--- src/rtl/apu_pkg.sv ---
// rtl/apu_pkg.sv - shared definitions for the multi-channel pulse generator
package apu_pkg;

  // Periods below this are ultrasonic and are muted.
  localparam int MIN_PERIOD = 8;

  // Width of the config struct fields; channel PERIOD_W/LEN_W must not exceed it.
  localparam int CFG_FIELD_W = 16;

  typedef logic [1:0] duty_t;

  // Row = duty select, bit index = sequencer slot 0..7.
  localparam logic [3:0][7:0] DUTY_TABLE = {8'hF9, 8'h1E, 8'h06, 8'h02};

  // One channel's programmable settings, zero-extended to the common field width.
  typedef struct packed {
    logic [CFG_FIELD_W-1:0] period;
    duty_t                  duty;
    logic [CFG_FIELD_W-1:0] length;
    logic                   halt;
  } ch_cfg_t;

  function automatic logic duty_bit(input duty_t duty, input logic [2:0] seq);
    return DUTY_TABLE[duty][seq];
  endfunction

endpackage

--- src/rtl/apu_pulse_multi_if.sv ---
// rtl/apu_pulse_multi_if.sv - config and output handshake bundle
interface apu_pulse_multi_if #(
  parameter int NUM_CH   = 3,
  parameter int PERIOD_W = 11,
  parameter int LEN_W    = 8
);
  localparam int CH_W = (NUM_CH > 1) ? $clog2(NUM_CH) : 1;

  logic [CH_W-1:0]     cfg_ch;
  logic [PERIOD_W-1:0] cfg_period;
  logic [1:0]          cfg_duty;
  logic [LEN_W-1:0]    cfg_length;
  logic                cfg_halt;
  logic                cfg_r_vld;
  logic                cfg_r_rdy;
  logic [NUM_CH-1:0]   output_s;
  logic                output_s_vld;
  logic                output_s_rdy;

  modport master (
    output cfg_ch, cfg_period, cfg_duty, cfg_length, cfg_halt, cfg_r_vld, output_s_rdy,
    input  cfg_r_rdy, output_s, output_s_vld
  );

  modport slave (
    input  cfg_ch, cfg_period, cfg_duty, cfg_length, cfg_halt, cfg_r_vld, output_s_rdy,
    output cfg_r_rdy, output_s, output_s_vld
  );

endinterface

--- src/rtl/apu_pulse_ch.sv ---
// rtl/apu_pulse_ch.sv - one pulse channel: timer, sequencer, length counter, audible bit
module apu_pulse_ch
  import apu_pkg::*;
#(
  parameter int PERIOD_W = 11,
  parameter int LEN_W    = 8
) (
  input  logic    clk,
  input  logic    reset,
  input  logic    step_i,
  input  logic    frame_tick_i,
  input  logic    cfg_we_i,
  input  ch_cfg_t cfg_i,
  output logic    audible_d_o
);

  logic [PERIOD_W-1:0] period_q, period_d;
  logic [PERIOD_W-1:0] timer_q, timer_d;
  logic [LEN_W-1:0]    length_q, length_d;
  logic [2:0]          seq_q, seq_d;
  duty_t               duty_q, duty_d;
  logic                halt_q, halt_d;

  logic [PERIOD_W-1:0] cfg_period;
  logic [LEN_W-1:0]    cfg_length;

  // Fields wider than the channel saturate rather than wrap.
  assign cfg_period = (|(cfg_i.period >> PERIOD_W)) ? '1 : cfg_i.period[PERIOD_W-1:0];
  assign cfg_length = (|(cfg_i.length >> LEN_W)) ? '1 : cfg_i.length[LEN_W-1:0];

  // Next state: a config write replaces the whole channel and drops that edge's step.
  always_comb begin
    period_d = period_q;
    timer_d  = timer_q;
    length_d = length_q;
    seq_d    = seq_q;
    duty_d   = duty_q;
    halt_d   = halt_q;
    if (cfg_we_i) begin
      period_d = cfg_period;
      timer_d  = cfg_period;
      length_d = cfg_length;
      seq_d    = 3'd0;
      duty_d   = cfg_i.duty;
      halt_d   = cfg_i.halt;
    end else if (step_i) begin
      if (timer_q == '0) begin
        timer_d = period_q;
        seq_d   = seq_q + 3'd1;
      end else begin
        timer_d = timer_q - PERIOD_W'(1);
      end
      if (frame_tick_i && (length_q != '0) && !halt_q) begin
        length_d = length_q - LEN_W'(1);
      end
    end
  end

  // Audible bit of the post-edge state, registered by the top on each step.
  assign audible_d_o = duty_bit(duty_d, seq_d) && (length_d != '0) &&
                       (period_d >= PERIOD_W'(MIN_PERIOD));

  // Channel state registers with synchronous clear.
  always_ff @(posedge clk) begin
    if (reset) begin
      period_q <= '0;
      timer_q  <= '0;
      length_q <= '0;
      seq_q    <= '0;
      duty_q   <= '0;
      halt_q   <= 1'b0;
    end else begin
      period_q <= period_d;
      timer_q  <= timer_d;
      length_q <= length_d;
      seq_q    <= seq_d;
      duty_q   <= duty_d;
      halt_q   <= halt_d;
    end
  end

endmodule

--- src/rtl/apu_pulse_multi.sv ---
// rtl/apu_pulse_multi.sv - multi-channel pulse generator with frame sequencer and output handshake
module apu_pulse_multi
  import apu_pkg::*;
#(
  parameter int NUM_CH    = 3,
  parameter int PERIOD_W  = 11,
  parameter int LEN_W     = 8,
  parameter int FRAME_DIV = 64
) (
  input logic               clk,
  input logic               reset,
  apu_pulse_multi_if.slave  apu
);

  localparam int CH_W    = (NUM_CH > 1) ? $clog2(NUM_CH) : 1;
  localparam int FRAME_W = $clog2(FRAME_DIV);

  logic [FRAME_W-1:0] frame_q, frame_d;
  logic [NUM_CH-1:0]  out_q, out_d;
  logic               vld_q, vld_d;

  logic               step;
  logic               cfg_fire;
  logic               frame_tick;
  logic [NUM_CH-1:0]  cfg_we;
  logic [NUM_CH-1:0]  aud_d;
  ch_cfg_t            cfg_word;

  assign step       = vld_q && apu.output_s_rdy;
  assign cfg_fire   = apu.cfg_r_vld && !reset;
  assign frame_tick = step && (frame_q == FRAME_W'(FRAME_DIV - 1));

  assign cfg_word = '{period: CFG_FIELD_W'(apu.cfg_period),
                      duty:   apu.cfg_duty,
                      length: CFG_FIELD_W'(apu.cfg_length),
                      halt:   apu.cfg_halt};

  // Out-of-range channel numbers match no lane, so they are accepted and dropped.
  for (genvar i = 0; i < NUM_CH; i++) begin : g_ch
    assign cfg_we[i] = cfg_fire && (apu.cfg_ch == CH_W'(i));

    apu_pulse_ch #(
      .PERIOD_W (PERIOD_W),
      .LEN_W    (LEN_W)
    ) u_ch (
      .clk          (clk),
      .reset        (reset),
      .step_i       (step),
      .frame_tick_i (frame_tick),
      .cfg_we_i     (cfg_we[i]),
      .cfg_i        (cfg_word),
      .audible_d_o  (aud_d[i])
    );
  end

  // Frame counter and output register advance only on a step.
  always_comb begin
    frame_d = frame_q;
    out_d   = out_q;
    vld_d   = 1'b1;
    if (step) begin
      frame_d = frame_q + FRAME_W'(1);
      out_d   = aud_d;
    end
  end

  // Top-level registers with synchronous clear.
  always_ff @(posedge clk) begin
    if (reset) begin
      frame_q <= '0;
      out_q   <= '0;
      vld_q   <= 1'b0;
    end else begin
      frame_q <= frame_d;
      out_q   <= out_d;
      vld_q   <= vld_d;
    end
  end

  assign apu.cfg_r_rdy    = !reset;
  assign apu.output_s     = out_q;
  assign apu.output_s_vld = vld_q;

endmodule
--- src/flat_wrapper.sv ---
// flat-port wrapper written by rule: the top's interface ports become plain ports
module apu_pulse_multi_flat import apu_pkg::*;
#(
  parameter int NUM_CH    = 3,
  parameter int PERIOD_W  = 11,
  parameter int LEN_W     = 8,
  parameter int FRAME_DIV = 64
)
  (clk, reset, apu_cfg_ch, apu_cfg_period, apu_cfg_duty, apu_cfg_length, apu_cfg_halt, apu_cfg_r_vld, apu_output_s_rdy, apu_cfg_r_rdy, apu_output_s, apu_output_s_vld);
  apu_pulse_multi_if #(.NUM_CH(NUM_CH), .PERIOD_W(PERIOD_W), .LEN_W(LEN_W)) apu_i ();
  input logic clk;
  input logic reset;
  input wire logic [$bits(apu_i.cfg_ch)-1:0] apu_cfg_ch;
  input wire logic [$bits(apu_i.cfg_period)-1:0] apu_cfg_period;
  input wire logic [$bits(apu_i.cfg_duty)-1:0] apu_cfg_duty;
  input wire logic [$bits(apu_i.cfg_length)-1:0] apu_cfg_length;
  input wire logic [$bits(apu_i.cfg_halt)-1:0] apu_cfg_halt;
  input wire logic [$bits(apu_i.cfg_r_vld)-1:0] apu_cfg_r_vld;
  input wire logic [$bits(apu_i.output_s_rdy)-1:0] apu_output_s_rdy;
  output wire logic [$bits(apu_i.cfg_r_rdy)-1:0] apu_cfg_r_rdy;
  output wire logic [$bits(apu_i.output_s)-1:0] apu_output_s;
  output wire logic [$bits(apu_i.output_s_vld)-1:0] apu_output_s_vld;
  assign apu_i.cfg_ch = apu_cfg_ch;
  assign apu_i.cfg_period = apu_cfg_period;
  assign apu_i.cfg_duty = apu_cfg_duty;
  assign apu_i.cfg_length = apu_cfg_length;
  assign apu_i.cfg_halt = apu_cfg_halt;
  assign apu_i.cfg_r_vld = apu_cfg_r_vld;
  assign apu_i.output_s_rdy = apu_output_s_rdy;
  assign apu_cfg_r_rdy = apu_i.cfg_r_rdy;
  assign apu_output_s = apu_i.output_s;
  assign apu_output_s_vld = apu_i.output_s_vld;
  apu_pulse_multi #(.NUM_CH(NUM_CH), .PERIOD_W(PERIOD_W), .LEN_W(LEN_W), .FRAME_DIV(FRAME_DIV)) u_core (.clk(clk), .reset(reset), .apu(apu_i));
endmodule
--- config.mk ---
export PLATFORM = sky130hd
export DESIGN_NAME = apu_pulse_multi_flat
export DESIGN_NICKNAME = d
export VERILOG_FILES = /design/src/rtl/apu_pkg.sv /design/src/rtl/apu_pulse_multi_if.sv /design/src/rtl/apu_pulse_ch.sv /design/src/rtl/apu_pulse_multi.sv /design/src/flat_wrapper.sv
export SDC_FILE = /design/constraint.sdc
export NUM_CORES = 1
export LEC_CHECK = 0
export CORE_MARGIN = 2
export CORE_UTILIZATION = 42
export DETAILED_ROUTE_END_ITERATION = 8
export PLACE_DENSITY = 0.63
export SLEW_MARGIN = 30
export SYNTH_ARGS = -nofsm -noshare
export SYNTH_HDL_FRONTEND = slang
export SYNTH_SLANG_ARGS = --single-unit
--- constraint.sdc ---
create_clock -name clk -period 6.2 [get_ports clk]
set_input_delay 0.62 -clock clk [delete_from_list [all_inputs] [get_ports clk]]
set_output_delay 0.62 -clock clk [all_outputs]
set_load 0.005 [all_outputs]
Word-level counts from Yosys, hierarchy flattened
Index checks and enable logic that the tools add are counted.
W data, S select, Z words.
- bits of input ports: 28
- register bits after elaboration: 118
- logic and storage cells: 124
- output and inout bits: 5
- magnitude comparators: 9
- add/subtract/negate cells: 10
- equal/unequal tests: 3
- reduce and logical (&&, ||, !) cells: 35
- mux-type cells: 46
- operators with widths (cell ; count):
    $mux W11 ; 12
    $mux W8 ; 12
    $bmux W8 S2 ; 3
    $reduce_bool A8 Y1 ; 6
    $ge A11 B4 Y1 const B ; 3
    $logic_not A11 Y1 ; 3
    $sub A11 B1 Y11 const B ; 3
    $mux W3 ; 9
    $sub A8 B1 Y8 const B ; 3
    $logic_and A1 B1 Y1 ; 18
    $lt A3 B4 Y1 const B ; 3
    $add A3 B1 Y3 const B ; 3
    $bmux W1 S3 ; 3
    $lt A2 B3 Y1 const B ; 3
    $add A6 B1 Y6 const B ; 1
    $eq A6 B6 Y1 const B ; 1
    $mux W2 ; 3
    $reduce_bool A2 Y1 ; 3
    $logic_not A1 Y1 ; 4
    $mux W1 ; 4
    $eq A2 B1 Y1 const B ; 1
    $eq A2 B2 Y1 const B ; 1
    $logic_not A2 Y1 ; 1

Logic depth before layout (Yosys ltp)
Gate-level depths: netlist of the first run.
- word-level depth: 10
- mapped depth: 13
- depth with buffers taken out: 10

Modules after synthesis
Synthesis of the first run repeated with hierarchy kept, for this count alone.
- cells, all modules: 878
- area, all modules: 7091.8 µm²
- modules (own cells, without submodules) (module ; area each (µm²) ; sequential area each (µm²) ; cells each ; times used):
    apu_pulse_ch (u_core.g_ch[0].u_ch ...) ; 2289.7 ; 720.7 ; 284 ; 2
    apu_pulse_ch (u_core.g_ch[2].u_ch) ; 2085.8 ; 720.7 ; 260 ; 1
    apu_pulse_multi ; 426.7 ; 200.2 ; 50 ; 1

Worst setup path before layout of the first run
Ideal clock, no wire load.
- path kind: input to register
- start point: in reset
- end point: reg u_core.out_q[0], in the netlist u_core.apu.output_s[0]
- stages on the path: 13
- path buffers: 4
- data required time: 6077 ps
- library setup time: 123 ps
- slack: 2955 ps
- arrival time: 3121 ps
- cell sequence: clkbuf_1 > nor4b_1 > clkbuf_1 > clkbuf_1 > buf_1 > nand2_1 > nand2_1 > ha_1 > a211oi_1 > a311o_1 > a211oi_1 > a2bb2oi_1 > o21ai_1
- longest elaborated chain between the ends: 10
- elaborated cells between the ends (all ways): 15
- classes of those cells: order compare (1); mux (8); reduce/logical (6)
- RTL lines (element ; RTL line ; source):
    from (decl) ; flat_wrapper.sv:12 ; input logic reset;
    $logic_not A1 Y1 ; apu_pulse_multi.sv:30 ; assign cfg_fire = apu.cfg_r_vld && !reset;
    $logic_and A1 B1 Y1 ; apu_pulse_multi.sv:30 ;
    $logic_and A1 B1 Y1 ; apu_pulse_multi.sv:40 ; assign cfg_we[i] = cfg_fire && (apu.cfg_ch == CH_W'(i));
    $mux W2 ; apu_pulse_ch.sv:39 ; if (cfg_we_i) begin
    net u_core.g_ch[0].u_ch.duty_d[0] ; apu_pulse_ch.sv:21 ; duty_t duty_q, duty_d;
    $bmux W8 S2 ; apu_pkg.sv:24 ; return DUTY_TABLE[duty][seq];
    $mux W8 (implied by the code) ; apu_pkg.sv:24 ;
    $bmux W1 S3 ; apu_pkg.sv:24 ;
    $mux W1 (implied by the code) ; apu_pkg.sv:24 ;
    $logic_and A1 B1 Y1 (2 in a row) ; apu_pulse_ch.sv:60 ; assign audible_d_o = duty_bit(duty_d, seq_d) && (length_d != '0) &&
    to (signal assigned) ; apu_pulse_multi.sv:75 ; out_q <= out_d;
    to (decl) ; apu_pulse_multi.sv:19 ; logic [NUM_CH-1:0] out_q, out_d;
The timed path passes the listed nets, and every way through them passes these cells. The select of a mux whose other input is x is not followed.
A chain may end at the register's enable or synchronous reset.

Worst setup path in the final report of the first run
- start point: in apu_cfg_ch[0]
- end point: reg u_core.out_q[0], in the netlist u_core.apu.output_s[0]
- longest elaborated chain between the ends: 9
- elaborated cells between the ends (all ways): 14
- classes of those cells: order compare (1); mux (8); reduce/logical (5)
- RTL lines (element ; RTL line ; source):
    from (decl) ; flat_wrapper.sv:13 ; input wire logic [$bits(apu_i.cfg_ch)-1:0] apu_cfg_ch;
    $logic_not A2 Y1 ; apu_pulse_multi.sv:40 ;
    $logic_and A1 B1 Y1 ; apu_pulse_multi.sv:40 ;
    $mux W2 ; apu_pulse_ch.sv:39 ;
    net u_core.g_ch[0].u_ch.duty_d[1] ; apu_pulse_ch.sv:21 ;
    $bmux W8 S2 ; apu_pkg.sv:24 ;
    $mux W8 (implied by the code) ; apu_pkg.sv:24 ;
    $bmux W1 S3 ; apu_pkg.sv:24 ;
    $mux W1 (implied by the code) ; apu_pkg.sv:24 ;
    $logic_and A1 B1 Y1 (2 in a row) ; apu_pulse_ch.sv:60 ;
The timed path passes the listed nets, and every way through them passes these cells. The select of a mux whose other input is x is not followed.

==> results of run 1 <==
-- cells in the final DEF (no fill, tap or decap), types with 7 or more instances in the layout --
cell             netlist  routed
a311oi_1              11      11
clkbuf_16              0      17
nor3_1                21      21
clkdlybuf4s50_1        0      31
nand4_1               10      10
a31oi_1               12      12
nor4_1                20      19
o211ai_1              11      11
nand3_1               14      14
a211oi_1              12      12
o21ai_0               30      30
dfxtp_1              118     118
nand2_1              156     155
a21oi_1               89      89
xor2_1                 8       8
and2_1                15      15
ha_1                  19      19
or2_2                  7       7
buf_4                  1       9
mux2i_1               17      17
inv_1                 26      26
or3_1                 10      10
nor2_1                80      80
xnor2_1               16      16
-- final timing paths --
path	startpoint	cells after the start	slack [ps]	end
setup / recovery	apu_cfg_ch[0]	10	2740	u_core.apu.output_s[0]$_SDFFE_PP0N_
setup reg to reg	u_core.frame_q[0]$_SDFFE_PP0N_	8	3250	u_core.apu.output_s[2]$_SDFFE_PP0N_
hold / removal	u_core.g_ch[1].u_ch.period_q[2]$_SDFF_PP0_	2	450	u_core.g_ch[1].u_ch.period_q[2]$_SDFF_PP0_
hold reg to reg	u_core.g_ch[1].u_ch.period_q[2]$_SDFF_PP0_	2	450	u_core.g_ch[1].u_ch.period_q[2]$_SDFF_PP0_
-- worst register-to-register path: stages, from the launching register on --
cell and delay (ps):
dfxtp_1 360, ha_1 210, nand4_1 350, or2_2 480, nor4_1 400, mux2i_1 280, nand4_1 120, nor4_1 460
o31ai_1 140
-- logic make-up after synthesis --
family                     synth area share
adders and majority gates           0.03623
and+or+nand+nor                      0.2908
DFF                                  0.3600
buffers and inverters               0.04481
xor gates and xnor gates            0.03204
muxes                               0.03509
AOI/OAI and AO/OA                    0.2010
-- metal layers --
| layer | track usage | vias up | share of wire |
|---|---|---|---|
| li1 | - | 3064 | - |
| met1 | 0.2858 | 2842 | 0.48 |
| met2 | 0.3501 | 127 | 0.45 |
| met3 | 0.04782 | 29 | 0.040 |
| met4 | 0.08056 | 0 | 0.025 |
| met5 | 0 | - | 0 |
-- state kept, by name, indices dropped and copies added (netlist names) --
name,count
u_core.g_ch.u_ch.period_q,33
u_core.g_ch.u_ch.timer_q,33
u_core.g_ch.u_ch.length_q,24
u_core.g_ch.u_ch.seq_q,9
u_core.frame_q,6
u_core.g_ch.u_ch.duty_q,6
u_core.apu.output_s,3
u_core.g_ch.u_ch.halt_q,3
u_core.apu.output_s_vld,1
-- area by class of cell --
type / count / area share
clock buffers: 22 / 0.06230
clock inverters: 8 / 0.01003
inverters: 26 / 0.01282
multi-input cells: 656 / 0.5201
flip-flops and latches: 118 / 0.3104
well taps: 211 / 0.03469
repair buffers: 40 / 0.04965
-- report_power, final --
part           internal, uW  leakage (uW)  switching, uW
Combinational           187       0.00156            273
Sequential              800      0.000958           46.0
Clock                   576      0.000264            345
Total                  1560       0.00278            664
-- per-stage QoR --
stage          std cells  total power, uW  instance area [um2]  setup WS, ps    util
4_1_cts             1081             2245                 7602          2751  0.4982
3_5_place_dp        1051             1316                 7052          2325  0.4622
5_1_grt             1081             2355                 7611          2505  0.4988
6_report            1081             2227                 7611          2745  0.4988
3_3_place_gp        1051             1313                 7043          2389  0.4616
2_1_floorplan        847             1202                 6561          2955       -
==> results.md, run 1 <==
- Routed WL per cell: ~16 um
- First-pass DRT Iterations: 4
- DRC violations left: 0
- CTS sink cnt: between 100 and 150
- RePlAce Congestion: 0.8851
- Dpl hpwl: 11.71 mm
- Port Buffers: 32
- Layout cell share with drive strength beyond 1: 0.08506
- Nets@finish: just over 900
- Most frequent cell after synthesis: nand2_1
- Clock Skew: 7.684 ps
- Root buf cell: clkbuf_16
- Chip Width: 129.0 um
- Slew @ Worst Pin: between 900 and 1000 ps
- Distinct cells, synth: 75
- Worst skew pair latency: 420 ps
- Max Root-Sink Buffers: 2
- Post-synth EDFFs: 0
- Critical path class: input pin to flip-flop
- Syn_area_per_cell: roughly 7.7 um2
- Clock-pin slew on the worst setup and hold paths: roughly 60 ps
- Core Box Area: around 0.015 mm2
- Fillers: approximately 1500
- #FFs+latches synth: between 100 and 150
- Setup total negative slack: 0 ps
- Die Span Y: roughly 130 um
- Starting density of the core: 0.4300
- Mapped Nets: a little under 900
- Status: completed
- Synth-to-Final Area Change: 16.00%
- Row cnt: 45
- Pwr Density: around 290 mW/mm2
- Vias per cell: between 5 and 6
- Vias: 6062
- Worst setup EP type: flip-flop
- Max Cap Viol: 0
- Final Hold Fails: 0
- Type of origin of the critical path: input pin
- # resized after CTS: 0
- Rel. slew slack: 0.3760
- Synthesis Warnings: 0
- Hold slack: about 450 ps
- FMAX: just under 300 MHz
- GRT overflow: 0
- Cells after synthesis: roughly 850
- Critical path cell sequence: clkdlybuf4s50_1 > or4b_2 > nand2_1 > nand2_1 > ha_1 > a211oi_1 > a311o_1 > a211oi_1 > a2bb2oi_1 > o21ai_1
- Largest net degree at the start of global routing: 89
- Hold/Removal Path Class: flip-flop to flip-flop
- Vias in the first global route: 5803
- Post-CTS Hold Buffers: 0
- Total track usage: 0.2171
- Crit-path max cell delay: 1110 ps
- Antenna diodes: 0
- Cell taking the most area after synthesis: dfxtp_1
- Area share of the largest cell type after synthesis: 0.3600
- Antenna violations before repair: 0
- DIE AREA: ~0.017 mm2
- Sequential cell area fraction in the yosys report: 0.3600
- Total CTS buffers: 17
- Final critical-path required period: between 3000 and 4000 ps
- Post-route ant nets: 0
- FF/Latch Area: 0.002362 mm2
- Crit path DAT: approximately 3800 ps
- Synth top cells by count: nand2_1, dfxtp_1, a21oi_1, nor2_1, clkbuf_1
- Leak: roughly 0.0028 uW
- Ys flop type: dfxtp_1
- CTS tree: yes
- Ranking of synthesized cells by area: dfxtp_1, nand2_1, a21oi_1
- H-Tree Depth: 4
- Top-level I/O count: 33
- Slowest stage cell, crit path: or4b_2
- Crit-path max FO: 44
- RSZ-0062 raised after global routing: no
- Postcts setup bufs: 0
- Final setup viols: 0
- Slew Limit Fails: 0
- Cell area after synthesis: between 0.006 and 0.007 mm2
- DR iter-0 viols: 364
- Worst Path Buf+Inv: 1
- Worst Path Required: about 6600 ps
- IR Drop Worst-Case VDD: around 0.22 mV
- First-pass GRT wire length: about 29 mm
- Post-Route WL: 16.99 mm
- Area of the multi-input gates: 0.003959 mm2
- Asr flop ratio synth: 0
- Period utilization: 0.5573
- CP delay by family, top: simple AND/OR/NAND/NOR gates
Note: power is estimated with default switching activity, not from simulation.
==> inputs of run 2 (changes only) <==
--- a/config.mk
+++ b/config.mk
@@ -8,7 +8,7 @@
 export CORE_MARGIN = 2
 export CORE_UTILIZATION = 42
 export DETAILED_ROUTE_END_ITERATION = 8
-export PLACE_DENSITY = 0.63
+export PLACE_DENSITY = 0.65
 export SLEW_MARGIN = 30
 export SYNTH_ARGS = -nofsm -noshare
 export SYNTH_HDL_FRONTEND = slang
==> constraint.sdc (replaced) <==
create_clock -name clk -period 2.9 [get_ports clk]
set_input_delay 0.29 -clock clk [delete_from_list [all_inputs] [get_ports clk]]
set_output_delay 0.29 -clock clk [all_outputs]
set_load 0.005 [all_outputs]
==> run 2 against run 1 <==
  * Core utilization grew 1.1 points
  * Cell count grew 2.4%
  * Combinational power grew 120%
  * Critical path type is now flip-flop to flip-flop
  * Critical endpoint unchanged
  * Clock skew grew 1.7 ps
==> results.md, run 2 (same netlist as run 1, synthesis figures left out) <==
- Status: completed
- Reg-to-Reg End: u_core.apu.output_s[0]$_SDFFE_PP0N_
- Biggest regs: u_core.g_ch.u_ch.period_q x33, u_core.g_ch.u_ch.timer_q x33, u_core.g_ch.u_ch.length_q x24
- Met2 routed WL: 7.812 mm (+1.6%)
- H-Tree Depth: 4 (unchanged)
- Clock-pin slew on the worst setup and hold paths: 50 ps (about the same)
- Antenna violations before repair: 0 (unchanged)
- Routed WL per cell: 15.78 um (+0.39%)
- Root buf cell: clkbuf_16
- Period utilization: 0.9367
- Total track usage: 0.2200 (+0.002911)
- Setup total negative slack: 0 ps (unchanged)
- Synth-to-Final Area Change: 18.54%
- Antenna diodes: 0 (unchanged)
- Min-delay src: reset
- Crit-path max cell delay: 510 ps (-600 ps)
- CTS sink cnt: 118 (unchanged)
- DIE AREA: 0.01664 mm2 (unchanged)
- Worst Path Required: 3200 ps (-3350 ps)
- Final critical-path required period: approximately 2700 ps
- Most common cell after layout, fill and taps aside: nand2_1
- Worst skew pair latency: 410 ps (about the same)
- First-pass DRT Iterations: 6 (+2)
- GRT overflow: 0 (unchanged)
- Port Buffers: 32 (unchanged)
- Reg-to-reg startpoint: u_core.frame_q[0]$_SDFFE_PP0N_
- Worst reg2reg path depth: 10 (+2)
- Reg power frac: 0.386 (+0.006)
- Post-CTS Hold Buffers: 0 (unchanged)
- Routed length on met3: 747 um (+8.7%)
- Die Span Y: 129.0 um (unchanged)
- Starting density of the core: 0.4300 (unchanged)
- Vias: 6109 (+0.78%)
- CTS tree: yes
- WHS Path Cells: 4 (+2)
- Layout cell share with drive strength beyond 1: 0.1094 (+0.02432)
- M1 wire length: 8.428 mm (+3.0%)
- Fin cells: 1107 (+2.4%)
- Gate power share: 0.216 (+0.009)
- RSZ-0062 raised after global routing: no
- Most frequent cells in the layout: nand2_1, dfxtp_1, a21oi_1, nor2_1, buf_4
- Placed Cells incl. Taps: 1078 (+2.6%)
- Type of origin of the critical path: flip-flop
- Slew Limit Fails: 0 (unchanged)
- FMAX: about 370 MHz
- Clock Skew: 9.406 ps (+1.722 ps)
- Largest net degree at the start of global routing: 84 (-5.6%)
- Final setup viols: 0 (unchanged)
- First-pass GRT wire length: 29.01 mm (+1.3%)
- Clock power share: 0.398 (-0.015)
- Total CTS buffers: 17 (unchanged)
- Nets@finish: 935 (+3.2%)
- Max Root-Sink Buffers: 2 (unchanged)
- RePlAce Congestion: 0.8912 (+0.69%)
- Vias per cell: 5.519 (-1.6%)
- Uppermost layer routed: met4
- Vias in the first global route: 5768 (-0.60%)
- DR iter-0 viols: 534 (+47%)
- Fillers: 1470 (-1.7%)
- Post-route ant nets: 0 (unchanged)
- Critical path class: flip-flop to flip-flop
- Int Pwr: 3304 uW (+110%)
- Slew @ Worst Pin: 901.5 ps (-34.50 ps)
- Post-Route WL: 17.47 mm (+2.8%)
- Hold slack: 300.2 ps (-154.4 ps)
- Crit path DAT: 3010 ps (-800 ps)
- Leak: 0.002895 uW (+4.2%)
- Final Hold Fails: 0 (unchanged)
- Net Sw Power: 1390 uW (+110%)
- Pwr Density: 603.6 mW/mm2 (+110%)
- Max Cap Viol: 0 (unchanged)
- Chip Width: 129.0 um (unchanged)
- Slowest stage cell, crit path: or4_1
- Top cell by count, worst path: buf_4
- Crit-path max FO: 5 (-89%)
- Core Box Area: 0.01526 mm2 (unchanged)
- DRC violations left: 0 (unchanged)
- Row cnt: 45 (unchanged)
- Top-level I/O count: 33 (unchanged)
- Rel. slew slack: 0.3990 (+0.02300)
- IR Drop Worst-Case VDD: 0.3698 mV (+72%)
- Worst setup EP type: flip-flop
- Switching share of power: 0.2962 (-0.002004)
- Critical path cell sequence: ha_1 > nand4_1 > buf_4 > buf_4 > a211oi_2 > a31o_2 > a31oi_1 > or4_1 > nor4_1 > o21ai_1
- Post-layout util: 0.5097 (+0.01091)
- R2r setup slk: 180 ps (-3070 ps)
- Dpl hpwl: 12.20 mm (+4.2%)
- Hold Path End: u_core.g_ch[1].u_ch.duty_q[0]$_SDFF_PP0_
- Hold/Removal Path Class: input pin to flip-flop
==> run 2: per-stage QoR <==
| stage | setup slack [ps] | total power, uW | instance area (um2) |
|---|---|---|---|
| after floorplan | 86.41 | 2570 | 6563 |
| after global placement | 98.11 | 2838 | 7246 |
| after detailed placement | -13.04 | 2845 | 7246 |
| after CTS | 202.0 | 4722 | 7754 |
| after global routing | 24.97 | 4942 | 7777 |
| final | 183.7 | 4694 | 7777 |
==> run 2: how the worst max path moves through the flow <==
stage	from	to
6_report	u_core.frame_q[0]$_SDFFE_PP0N_	u_core.apu.output_s[0]$_SDFFE_PP0N_
5_1_grt	u_core.frame_q[0]$_SDFFE_PP0N_	u_core.apu.output_s[0]$_SDFFE_PP0N_
4_1_cts	u_core.frame_q[0]$_SDFFE_PP0N_	u_core.apu.output_s[2]$_SDFFE_PP0N_
3_5_place_dp	apu_output_s_rdy	u_core.apu.output_s[2]$_SDFFE_PP0N_
3_3_place_gp	apu_output_s_rdy	u_core.apu.output_s[0]$_SDFFE_PP0N_
2_1_floorplan	reset	u_core.apu.output_s[0]$_SDFFE_PP0N_
==> run 2: worst max-delay path: cells and delay by family (launching register included) <==
kind | cells | cell delay (ps)
simple gates | 3 | 980
fa+ha+maj | 1 | 200
flops | 1 | 370
buf+inv | 2 | 370
compound gates | 4 | 680
==> run 2: power groups by stage <==
stage,registers [uW],clock network (uW),logic (uW)
detailed placement,1840,0,1000
global placement,1840,0,999
floorplan,1810,0,755
CTS,1810,1900,1010
global route,1830,1970,1140
finish,1810,1870,1010
==> run 2: layout make-up <==
class,count,area (um2),area share
Multi-Input combinational cell,656,3950,0.5079
Sequential cell,118,2362,0.3037
Timing Repair Buffer,69,595.6,0.07658
Clock buffer,21,450.4,0.05792
Tap cell,211,264.0,0.03394
Inverter,26,97.59,0.01255
Clock inverter,6,57.56,0.007400
==> run 2: per-layer routing <==
metal,up-vias,track usage
met5,-,0
met4,0,0.08184
met3,26,0.05281
met2,131,0.3517
met1,2833,0.2893
li1,3119,-
==> run 2: timing repair <==
action | 4_1_cts | 5_1_grt
gates resized for setup | 0 | 3
buffers inserted | 0 | 2
setup endpoints to repair | 0 | 2
==> inputs of run 3 (changes only) <==
--- a/config.mk
+++ b/config.mk
@@ -9,6 +9,7 @@
 export CORE_UTILIZATION = 42
 export DETAILED_ROUTE_END_ITERATION = 8
 export PLACE_DENSITY = 0.65
+export SETUP_SLACK_MARGIN = 0.4
 export SLEW_MARGIN = 30
 export SYNTH_ARGS = -nofsm -noshare
 export SYNTH_HDL_FRONTEND = slang
==> run 3 against run 2 <==
  * Count of clock-buffer cells in the layout rose by 3
  * Highest routed layer unchanged
  * Largest power group unchanged
  * First-iteration DRC count increased by 3.4%
  * Total power up 7.6%
  * Die area is the same
  * Clock power is 13% higher
==> results.md, run 3 (same netlist as run 1, synthesis figures left out) <==
- Critical path cell sequence: nand4b_1 > buf_4 > a211oi_4 > buf_4 > a31o_2 > a31oi_1 > or4_4 > nor4_4 > o21ai_1
- GRT overflow: 0 (unchanged)
- Slew Limit Fails: 0 (unchanged)
- Dpl hpwl: 12.49 mm (+2.3%)
- RePlAce Congestion: 0.8544 (-4.1%)
- Root buf cell: clkbuf_16
- Nets@finish: 955 (+2.1%)
- Top-level I/O count: 33 (unchanged)
- Area of placed instances: 0.007293 mm2 (+0.66%)
- Routed WL per cell: 16.27 um (+3.1%)
- Core Box Area: 0.01526 mm2 (unchanged)
- Final setup viols: 0 (unchanged)
- Pwr Density: 612.4 mW/mm2 (+1.5%)
- Max Root-Sink Buffers: 2 (unchanged)
- Post-Route WL: 18.42 mm (+5.4%)
- Crit-path max cell delay: 540 ps (+30 ps)
- Vias: 6435 (+5.3%)
- Hold/Removal Path Class: input pin to flip-flop
- Status: completed
- Total power: 5049 uW (+7.6%)
- First-pass GRT wire length: 29.30 mm (+1.0%)
- RSZ-0062 raised after global routing: yes
- Largest net degree at the start of global routing: 61 (-27%)
- Slew @ Worst Pin: 634.7 ps (-266.8 ps)
- Critical path class: flip-flop to flip-flop
- DRC violations left: 0 (unchanged)
- Worst Path Required: 3210 ps (about the same)
- Crit-path max FO: 6 (+1)
- Most common cell after layout, fill and taps aside: nand2_1
- First-pass DRT Iterations: 6 (unchanged)
- Layout cell share with drive strength beyond 1: 0.1716 (+0.06218)
- Most frequent cells in the layout: nand2_1, dfxtp_1, a21oi_1, nor2_1, buf_4
- Clock Skew: 9.602 ps (+0.1962 ps)
- Worst setup EP type: flip-flop
- FMAX: 406.2 MHz (+10%)
- Port Buffers: 32 (unchanged)
- Antenna diodes: 0 (unchanged)
- Final critical-path required period: 2462 ps (-254.5 ps)
- Final Hold Fails: 0 (unchanged)
- Biggest regs: u_core.g_ch.u_ch.period_q x33, u_core.g_ch.u_ch.timer_q x33, u_core.g_ch.u_ch.length_q x24
- Vias in the first global route: 5862 (+1.6%)
- CTS tree: yes
- CTS sink cnt: 118 (unchanged)
- IR Drop Worst-Case VDD: 0.5281 mV (+43%)
- Vias per cell: 5.685 (+3.0%)
- Worst skew pair latency: 420 ps (about the same)
- DIE AREA: 0.01664 mm2 (unchanged)
- H-Tree Depth: 4 (unchanged)
- Setup total negative slack: 0 ps (unchanged)
- Slowest stage cell, crit path: or4_4
- Chip Width: 129.0 um (unchanged)
- Synth-to-Final Area Change: 25.67%
- Hold slack: 313.9 ps (+13.69 ps)
- Post-route cell area: 0.008245 mm2 (+6.0%)
- Rel. slew slack: 0.5769 (+0.1779)
- Die Span Y: 129.0 um (unchanged)
- Antenna violations before repair: 0 (unchanged)
- Starting density of the core: 0.4300 (unchanged)
- DR iter-0 viols: 552 (+3.4%)
- Total track usage: 0.2236 (+0.003570)
- Post-route ant nets: 0 (unchanged)
- Type of origin of the critical path: flip-flop
- Crit path DAT: 2770 ps (-240 ps)
- Total CTS buffers: 17 (unchanged)
- Max Cap Viol: 0 (unchanged)
- Period utilization: 0.8489 (-0.08776)
- Leak: 0.003076 uW (+6.2%)
- Clock-pin slew on the worst setup and hold paths: 50 ps (about the same)
- Top cell by count, worst path: buf_4
- Row cnt: 45 (unchanged)
## run 3: cell count changes in the layout (fill, tap and decap cells not counted), moves of 3 or more
cell	previous run	this run
buf_4	38	56
dfxtp_2	0	7
ha_1	19	13
dfxtp_1	118	110
clkbuf_8	1	4
ha_2	0	4
## run 3: path summary, 6_finish.rpt
| path | startpoint | endpoint | slack [ps] | cells after the start |
|---|---|---|---|---|
| max | u_core.frame_q[3]$_SDFFE_PP0N_ | u_core.apu.output_s[0]$_SDFFE_PP0N_ | 440 | 9 |
| min reg2reg | u_core.g_ch[2].u_ch.period_q[1]$_SDFF_PP0_ | u_core.g_ch[2].u_ch.period_q[1]$_SDFF_PP0_ | 460 | 2 |
| min | reset | u_core.g_ch[1].u_ch.duty_q[0]$_SDFF_PP0_ | 310 | 4 |
| max reg2reg | u_core.frame_q[3]$_SDFFE_PP0N_ | u_core.apu.output_s[0]$_SDFFE_PP0N_ | 440 | 9 |
## run 3: power breakdown
group | internal (uW) | leakage (uW) | switching, uW
Sequential | 1710 | 0.000962 | 103
Combinational | 500 | 0.00182 | 626
Clock | 1350 | 0.000290 | 760
Total | 3560 | 0.00308 | 1490
## run 3: cell type report
cell class                      count  area, um2
Clock inverter                      8      96.34
Clock buffer                       24      491.7
Fill cell                        1440       7013
Sequential cell                   118       2375
Inverter                           26      97.59
Tap cell                          211      264.0
Timing Repair Buffer               89      755.7
Multi-Input combinational cell    656       4165
## run 3: through the flow
step / worst slack (ps) / instances / util
floorplan: 374.9 / 847 / -
global placement: 64.94 / 1079 / 0.4780
detailed placement: 52.78 / 1079 / 0.4780
CTS: 400.6 / 1119 / 0.5250
global route: 274.2 / 1132 / 0.5404
finish: 438.2 / 1132 / 0.5404
## run 3: critical path: cells and delay by family, from the launching register on
| kind | cells | cell delay [ps] |
|---|---|---|
| flip-flops | 1 | 440 |
| AND/OR/NAND/NOR | 3 | 960 |
| buffers and inverters | 2 | 350 |
| AO/OA/AOI/OAI | 4 | 590 |
## run 3: repair_timing
action                                  in CTS  in global routing
buffers inserted                             8                 13
cloned                                       0                  0
pin swaps                                    5                 14
hold buffers                                 0                  0
endpoints found under the hold margin        0                  0
resized for setup                           16                 33
endpoints found under the setup margin       4                  7
## run 3: layer usage
metal  global-route usage  wire length (um)
met5                    0                 0
met4              0.08568               382
met3              0.04740               851
met2               0.3660              8634
met1               0.2899              8548
